<file path="src/rtl/phase_sequencer.sv">
// Phase controller for the 16-bit core: steps one-hot phases P1..P5, stalls on
// memory handshakes, gates IR/PC/flag/register writes, detects HLT and flags
// bus timeouts.
// Optional build macro PHASE_SKIP_EN: non-LD/ST instructions bypass P4.
module phase_sequencer #(
    parameter int unsigned WAIT_MAX = 15,
    parameter int unsigned CNT_W    = 16
) (
    input  logic             clk,
    input  logic             rst_n,
    input  logic             start,
    input  logic [15:0]      instr,
    input  logic             mem_ack,
    output logic [4:0]       phase,
    output logic             mem_req,
    output logic             mem_we,
    output logic             ir_load,
    output logic             szcv_we,
    output logic             rf_we,
    output logic             pc_we,
    output logic             halted,
    output logic             bus_err,
    output logic [CNT_W-1:0] retired
);

    localparam int unsigned WAIT_W = 8;

`ifdef PHASE_SKIP_EN
    localparam bit SKIP_P4 = 1'b1;
`else
    localparam bit SKIP_P4 = 1'b0;
`endif

    typedef enum logic [2:0] {
        S_IDLE,
        S_P1,
        S_P2,
        S_P3,
        S_P4,
        S_P5,
        S_HALT
    } state_t;

    state_t            state_q;
    state_t            state_d;
    logic [WAIT_W-1:0] wait_q;
    logic [WAIT_W-1:0] wait_d;
    logic [4:0]        phase_d;
    logic              err_set;
    logic              err_clr;

    // Instruction decode
    logic       is_alu;
    logic       is_ld;
    logic       is_st;
    logic       is_mem;
    logic       is_hlt;
    logic [3:0] op3;
    logic       flags_ok;
    logic       wb_ok;
    logic       timeout;
    logic       unused_instr;

    assign op3          = instr[7:4];
    assign is_alu       = (instr[15:14] == 2'b11);
    assign is_ld        = (instr[15:14] == 2'b00);
    assign is_st        = (instr[15:14] == 2'b01);
    assign is_mem       = is_ld | is_st;
    assign is_hlt       = is_alu & (op3 == 4'b1111);
    assign flags_ok     = is_alu & (op3 != 4'b1100) & (op3 != 4'b1101) & (op3 != 4'b1111);
    assign wb_ok        = is_ld | (is_alu & (op3 != 4'b0101) & (op3 != 4'b1101) & (op3 != 4'b1111));
    assign timeout      = (wait_q == WAIT_W'(WAIT_MAX - 1));
    assign unused_instr = ^{instr[13:8], instr[3:0]};

    // Next-state, wait counter and strobe decode
    always_comb begin
        state_d = state_q;
        wait_d  = wait_q;
        mem_req = 1'b0;
        mem_we  = 1'b0;
        ir_load = 1'b0;
        szcv_we = 1'b0;
        rf_we   = 1'b0;
        pc_we   = 1'b0;
        err_set = 1'b0;
        err_clr = 1'b0;
        case (state_q)
            S_IDLE: begin
                if (start) state_d = S_P1;
            end
            S_P1: begin
                mem_req = 1'b1;
                if (mem_ack) begin
                    ir_load = 1'b1;
                    wait_d  = '0;
                    state_d = S_P2;
                end else if (timeout) begin
                    err_set = 1'b1;
                    wait_d  = '0;
                    state_d = S_HALT;
                end else begin
                    wait_d = wait_q + WAIT_W'(1);
                end
            end
            S_P2: begin
                state_d = S_P3;
            end
            S_P3: begin
                szcv_we = flags_ok;
                if (is_hlt)                  state_d = S_HALT;
                else if (SKIP_P4 && !is_mem) state_d = S_P5;
                else                         state_d = S_P4;
            end
            S_P4: begin
                if (is_mem) begin
                    mem_req = 1'b1;
                    mem_we  = is_st;
                    if (mem_ack) begin
                        wait_d  = '0;
                        state_d = S_P5;
                    end else if (timeout) begin
                        err_set = 1'b1;
                        wait_d  = '0;
                        state_d = S_HALT;
                    end else begin
                        wait_d = wait_q + WAIT_W'(1);
                    end
                end else begin
                    state_d = S_P5;
                end
            end
            S_P5: begin
                rf_we   = wb_ok;
                pc_we   = 1'b1;
                state_d = S_P1;
            end
            S_HALT: begin
                if (start) begin
                    err_clr = 1'b1;
                    state_d = S_P1;
                end
            end
            default: begin
                state_d = S_IDLE;
            end
        endcase
    end

    // One-hot phase image of the upcoming state
    always_comb begin
        phase_d = 5'b00000;
        case (state_d)
            S_P1:    phase_d = 5'b00001;
            S_P2:    phase_d = 5'b00010;
            S_P3:    phase_d = 5'b00100;
            S_P4:    phase_d = 5'b01000;
            S_P5:    phase_d = 5'b10000;
            default: phase_d = 5'b00000;
        endcase
    end

    // State, counters and registered status outputs
    always_ff @(posedge clk or negedge rst_n) begin
        if (!rst_n) begin
            state_q <= S_IDLE;
            wait_q  <= '0;
            phase   <= '0;
            halted  <= 1'b0;
            bus_err <= 1'b0;
            retired <= '0;
        end else begin
            state_q <= state_d;
            wait_q  <= wait_d;
            phase   <= phase_d;
            halted  <= (state_d == S_HALT);
            if (err_clr)      bus_err <= 1'b0;
            else if (err_set) bus_err <= 1'b1;
            if (pc_we) retired <= retired + CNT_W'(1);
        end
    end

endmodule

</file>
<file path="config.mk">
export PLATFORM = sky130hd
export DESIGN_NAME = phase_sequencer
export DESIGN_NICKNAME = d
export VERILOG_FILES = /design/src/rtl/phase_sequencer.sv
export SDC_FILE = /design/constraint.sdc
export NUM_CORES = 1
export LEC_CHECK = 0
export CORE_MARGIN = 2
export CORE_UTILIZATION = 45
export CTS_BUF_LIST = sky130_fd_sc_hd__clkbuf_8
export CTS_CLUSTER_DIAMETER = 120
export DETAILED_ROUTE_END_ITERATION = 7
export GPL_ROUTABILITY_DRIVEN = 0
export HOLD_SLACK_MARGIN = 0.06
export PLACE_DENSITY_LB_ADDON = 0.1
export RECOVER_POWER = 100
export SETUP_SLACK_MARGIN = 0.2
export SLEW_MARGIN = 20
export SYNTH_ARGS = -nofsm -noshare
export SYNTH_HDL_FRONTEND = slang
export SYNTH_SLANG_ARGS = --single-unit
</file>
<file path="constraint.sdc">
create_clock -name clk -period 1.4 [get_ports clk]
set_input_delay 0.35 -clock clk [delete_from_list [all_inputs] [get_ports clk]]
set_output_delay 0.35 -clock clk [all_outputs]
set_load 0.005 [all_outputs]
</file>
# ---- Word level (Yosys, flattened, before mapping)
# Cells that the tools add are included.
# Widths: inputs -> output; s select.
dict set report word_totals {
  register_bits 34
  input_bits 20
  out_inout_bits 29
  word_cells 73
}
dict set report op_classes {
  add_sub_neg 2
  eq_ne 21
  n_mux 29
  n_bitwise 9
  n_reduce_logical 6
}
# operator count
set op_table {}
lappend op_table {{$pmux 5 s5} 1}
lappend op_table {{$mux 8} 3}
lappend op_table {{$eq 3x3->1 const B} 6}
lappend op_table {{$pmux 3 s6} 1}
lappend op_table {{$add 16x1->16 const B} 1}
lappend op_table {{$pmux 8 s2} 1}
lappend op_table {{$mux 1} 15}
lappend op_table {{$mux 3} 5}
lappend op_table {{$eq 3x2->1 const B} 4}
lappend op_table {{$ne 4x4->1 const B} 3}
lappend op_table {{$add 8x1->8 const B} 1}
lappend op_table {{$eq 8x4->1 const B} 1}
lappend op_table {{$and 1x1->1} 7}
lappend op_table {{$eq 3x1->1 const B} 2}
lappend op_table {{$eq 4x4->1 const B} 1}
lappend op_table {{$ne 4x3->1 const B} 1}
lappend op_table {{$pmux 1 s2} 2}
lappend op_table {{$reduce_bool 2->1} 2}
lappend op_table {{$logic_not 3->1} 1}
lappend op_table {{$eq 2x1->1 const B} 1}
lappend op_table {{$eq 2x2->1 const B} 1}
lappend op_table {{$logic_not 2->1} 1}
lappend op_table {{$mux 2} 1}
lappend op_table {{$ne 2x2->1 const B} 1}
lappend op_table {{other kinds (3)} 4}

# ---- Longest topological paths before layout
# Gate-level depths: netlist of run 1.
dict set report depth {
  depth_word 7
  mapped_depth 6
  depth_no_buf 6
}

# ---- Worst setup path after synthesis of run 1
# No wires, ideal clock.
dict set report synth_timing {
  kind {register to register}
  startpoint {register wait_q[4]}
  endpoint {register halted}
  setup_time_ns 0.065
  arrival_time_ns 1.458
  required_time_ns 1.335
  setup_slack_ns -0.124
  path_stages_with_launch 5
  path_buffers 0
  synth_period_minus_slack_ns 1.524
  path_cell_list {dfrtp_1 -> or3_4 -> or2_4 -> o31ai_4 -> o21ba_1}
}
dict set report synth_via {
  elab_chain_len 6
  word_cells_on_any_way 7
  classes_between {eq/ne: 2; mux: 5}
}
# item line
set synth_rtl {}
lappend synth_rtl {{start, declared} 46} ;# logic [WAIT_W-1:0] wait_q;
lappend synth_rtl {{start signal, assigned} 173} ;# wait_q <= wait_d;
lappend synth_rtl {{$eq 8x4->1 (*)} 72} ;# assign timeout = (wait_q == WAIT_W'(WAIT_MAX - 1));
lappend synth_rtl {{$mux 3 (*)} {97, 121}}
lappend synth_rtl {{$mux 3} 118} ;# if (mem_ack) begin
lappend synth_rtl {{$mux 3} 115} ;# if (is_mem) begin
lappend synth_rtl {{$pmux 3 s6 (*)} 87} ;# case (state_q)
lappend synth_rtl {{$eq 3x3->1 (*)} 175} ;# halted <= (state_d == S_HALT);
lappend synth_rtl {{end signal, assigned} 175}
lappend synth_rtl {{end, declared} 21} ;# output logic halted,
# Mark *: on every way between the ends. The rest lies on a longest branch, timed or not.
# A chain may end at the register's enable or synchronous reset.

# ---- Worst setup path in the final report of run 1
dict set report layout_timing {
  startpoint {register state_q[0]}
  endpoint {output mem_req}
}
dict set report layout_via {
  elab_chain_len 2
  word_cells_on_any_way 3
  classes_between {eq/ne: 2; mux: 1}
}
# item line
set layout_rtl {}
lappend layout_rtl {{start, declared} 44} ;# state_t state_q;
lappend layout_rtl {{start signal, assigned} 172} ;# state_q <= state_d;
lappend layout_rtl {{$eq 3x3->1 / $eq 3x1->1 (equally long branches)} 87}
lappend layout_rtl {{$pmux 1 s2 (*)} 87}
lappend layout_rtl {{end, declared} 15} ;# output logic mem_req,
# Marked as above.

==> metrics list, run 1 <==
* Run status: finished, violations left
- The checks that failed: negative setup slack.
* Biggest fanout along the worst timing path: 6
- Count of cells along the worst register-to-register path: 7
* Startpoint kind of the worst setup timing path: flop
- Most repeated cell in the gate-level netlist after synthesis: sky130_fd_sc_hd__dfrtp_1
- Register bit count reported by yosys: 34
- For the worst-skew pair, the clock arrives at the later sink with an insertion delay of 0.29 ns.
- DR iter-0 viols: 90
- Most common flop cell mapped by yosys: sky130_fd_sc_hd__dfrtp_1
- Floorplan core area: 0.00374 sq mm
- By area the synthesized netlist is led by sky130_fd_sc_hd__dfrtp_1, sky130_fd_sc_hd__xnor2_1, sky130_fd_sc_hd__nand2_1, sky130_fd_sc_hd__xor2_1, sky130_fd_sc_hd__ha_1.
- Dominant combinational cell family by area after synthesis: simple AND/OR/NAND/NOR gates
- For this design the ratio of total power to cell area is 1630 mW/mm^2.
- Worst-case clock buffer depth: 2
- The first global-routing pass estimated 9080 um of wire.
* Global-route usage over all layers: 27.6%
* Final critical path time including I/O delays and setup: 1.83 ns
- Entering global routing, the biggest net connects 35 pins.
- In the synthesized netlist the async set-or-reset flop fraction comes to 100%.
- Summing the areas of all compound-gate instances in the mapped netlist gives 12.6% of the synthesized area.
* Xor and xnor fraction of the mapped netlist area: 8.32%
* Slowest cell on crit path: sky130_fd_sc_hd__dfrtp_1
* Total cell area at the placement stage: 0.00265 sq mm
* DIE HEIGHT: 67.1 um
* Post-synth cell types: 51
- Final Total Pwr: 5320 uW
- Measured along the x axis, the die boundary spans 67.1 um.
* Setup-violating endpoint count in the final report: 36
* Number of buffers inserted by port buffering: 38
* Min-delay worst type: flop to flop
- Adder-cell share of the synthesized area: 2.10%
* Critical path required time: 1.05 ns
* Multiplexer share of the synthesized area: 0%
- STA classifies the critical path endpoint as a primary output.
* Number of cells produced by synthesis: 169
- In this run the remaining antenna-violating nets after routing total 0.
- CTS built an H-tree with a depth of 2.
- In this run the static leakage power is 0.00163 uW.
* Fraction of synthesized cell area taken by the top area cell type: 47.5%
* Sinks on Clock Net: 34
* Initial Util: 47.8%
- Tcrit/Tclk final: 131%
- Final sum of negative setup slack: -8.62 ns
- TritonCTS buffer count: 5
* Area of the die: 0.00450 sq mm
- Final setup skew: 0.00367 ns
- Area grow syn2layout: 81.7%
- Total via count in the routed design: 1929
- In this run the tightest slew margin relative to its limit is 41.9%.
- Clock slew seen by the registers of the worst setup and hold paths: 0.07 ns
- Final critical-path setup slack: -0.430 ns
- Number of placement rows: 22
- Leftover overflow at the end of global routing: 0
- Post-detail-place hpwl: 3450 um
- Counting the fill cells in the layout gives 184.
- 49 I/O pins were placed.
- Counting instances, the worst hold path has a depth of 1.
- Setup repair after global routing could not meet its margin everywhere.
- The routed design has 6340 um of wire.
- Hold repair after CTS inserted 0 buffers.
* Vias in the first global route: 1957
- The number of hold violations in the final report came to 0.
* Core utilization of the finished layout: 86.9%
* CP Class: flop to primary output
* Number of antenna violations at the first check in global routing: 0
* Post-route DRC: 0
- Wire length per cell after detailed routing: 18.2 um
- Net total in the final layout: 323
- Footprint of the multi-input gates: 0.00119 sq mm
- TritonCTS clock tree: yes
* Antenna cell count: 0
- Worst slew pin tran: 0.872 ns
* Commonest cells in the synthesized netlist: sky130_fd_sc_hd__dfrtp_1, sky130_fd_sc_hd__nand2_1, sky130_fd_sc_hd__xnor2_1
* Master cell of the clock root buffer: sky130_fd_sc_hd__clkbuf_8
- Simple-gate portion of the synthesized area: 26.6%
- Area of the mapped netlist: 0.00179 sq mm
- During synthesis, Yosys emitted a total of 0 warnings.
- Sequential elements use 47.5% of the synthesized area.
- Most area-hungry cell type in the Yosys netlist: sky130_fd_sc_hd__dfrtp_1
- The signal on the critical path passes through buf_12, buf_4, nor3b_2, nor2_4, inv_2, buf_2.
- The number of max-slew violations in the final report came to 0.
* Storage cell area: 855 sq um
- Synthesized area per cell: 10.6 sq um
- Drt first pass iters: 4
- Mean number of vias per cell: 5.53
- Crit path arrival time: 1.48 ns
* Maximum vdd drop: 1190 uV
- When the netlist entered floorplanning its net count stood at 192.
- The synthesized design contains 0 enable-type register cells.
- Post-Layout Inst Area: 0.00325 sq mm
- Delay of the slowest critical-path stage: 0.38 ns
* Highest clock rate: 546 MHz
- Fraction of final layout cells sized beyond drive strength 1: 59.8%
- # Max-Cap Violations: 0
[cell families after synthesis]
kind of cell / Yosys count
buffers and inverters: 12
flip-flops: 34
AND/OR/NAND/NOR: 72
adder cells (fa/ha/maj): 3
AO/OA/AOI/OAI: 31
XOR/XNOR: 17
[timing repair]
action | in CTS | in global routing
setup endpoints to repair | 61 | 45
buffers inserted | 32 | 12
resized for setup | 155 | 38
pin swaps | 23 | 15
[path summary, 6_finish.rpt]
kind                                    startpoint                       to  slack [ns]
hold / removal             retired[15]$_DFFE_PN0P_  retired[15]$_DFFE_PN0P_        0.53
setup / recovery              state_q[0]$_DFF_PN0_                  mem_req       -0.43
hold reg to reg            retired[15]$_DFFE_PN0P_  retired[15]$_DFFE_PN0P_        0.53
max in group asynchronous                    rst_n   retired[1]$_DFFE_PN0P_        0.16
min in group asynchronous                    rst_n   retired[3]$_DFFE_PN0P_        0.63
setup reg to reg              state_q[1]$_DFF_PN0_         halted$_DFF_PN0_       -0.33
[stage by stage]
stage / worst slack, ns / hold slack [ns] / instances
after floorplan: -0.0416 / 0.0544 / 169
after global placement: -0.793 / 0.461 / 297
after detailed placement: -0.849 / 0.482 / 297
after CTS: -0.371 / 0.435 / 337
after global routing: -0.486 / 0.533 / 349
final: -0.430 / 0.526 / 349
[placed cells by master (no fill, tap or decap), types with 5 or more instances in the layout]
| cell type | instances |
|---|---|
| sky130_fd_sc_hd__xnor2_1 | 11 |
| sky130_fd_sc_hd__nand4_1 | 6 |
| sky130_fd_sc_hd__buf_6 | 26 |
| sky130_fd_sc_hd__buf_4 | 65 |
| sky130_fd_sc_hd__dfrtp_1 | 31 |
| sky130_fd_sc_hd__inv_1 | 7 |
| sky130_fd_sc_hd__buf_2 | 21 |
| sky130_fd_sc_hd__clkdlybuf4s50_1 | 5 |
| sky130_fd_sc_hd__nand2_1 | 12 |
| sky130_fd_sc_hd__nand3_1 | 7 |
| sky130_fd_sc_hd__clkbuf_8 | 5 |
[layer usage]
metal / share of wire (%) / track usage, %
met2: 54 / 52.2
met1: 38 / 28.4
met3: 4.6 / 5.74
met5: 0 / 0
met4: 3.4 / 12.8
[sequential cells by signal, summed over array words and instances, names as in the netlist]
signal	cells
halted	1
wait_q	8
bus_err	1
state_q	3
phase	5
retired	16
[cell type report]
class | instances | area share (%)
Multi-Input combinational cell | 123 | 36.7
Timing Repair Buffer | 128 | 31.7
Sequential cell | 34 | 26.3
Clock buffer | 5 | 2.12
Tap cell | 48 | 1.85
Inverter | 8 | 0.923
Clock inverter | 3 | 0.423
[power by group]
part | internal [uW] | switching [uW]
clock | 338 | 379
sequential | 1190 | 169
combinational | 1760 | 1470
total | 3290 | 2020
[worst max-delay path, delay by kind of cell, from the launching register on]
kind,cells,cell delay (ns)
flops,1,0.38
simple gates,2,0.41
buf+inv,4,0.40
Note: power is estimated with default switching activity, not from simulation.
==> run 2: changes to the inputs <==
--- a/config.mk
+++ b/config.mk
@@ -5,6 +5,7 @@
 export SDC_FILE = /design/constraint.sdc
 export NUM_CORES = 1
 export LEC_CHECK = 0
+export CAP_MARGIN = 20
 export CORE_MARGIN = 2
 export CORE_UTILIZATION = 45
 export CTS_BUF_LIST = sky130_fd_sc_hd__clkbuf_8
==> results of run 2 <==
Final layout, timing and power as in run 1 (identical DEF).
==> run 3: changes to the inputs <==
--- a/config.mk
+++ b/config.mk
@@ -9,7 +9,7 @@
 export CORE_MARGIN = 2
 export CORE_UTILIZATION = 45
 export CTS_BUF_LIST = sky130_fd_sc_hd__clkbuf_8
-export CTS_CLUSTER_DIAMETER = 120
+export CTS_CLUSTER_DIAMETER = 100
 export DETAILED_ROUTE_END_ITERATION = 7
 export GPL_ROUTABILITY_DRIVEN = 0
 export HOLD_SLACK_MARGIN = 0.06
==> results of run 3 <==
Final layout, timing and power as in run 1 (identical DEF).
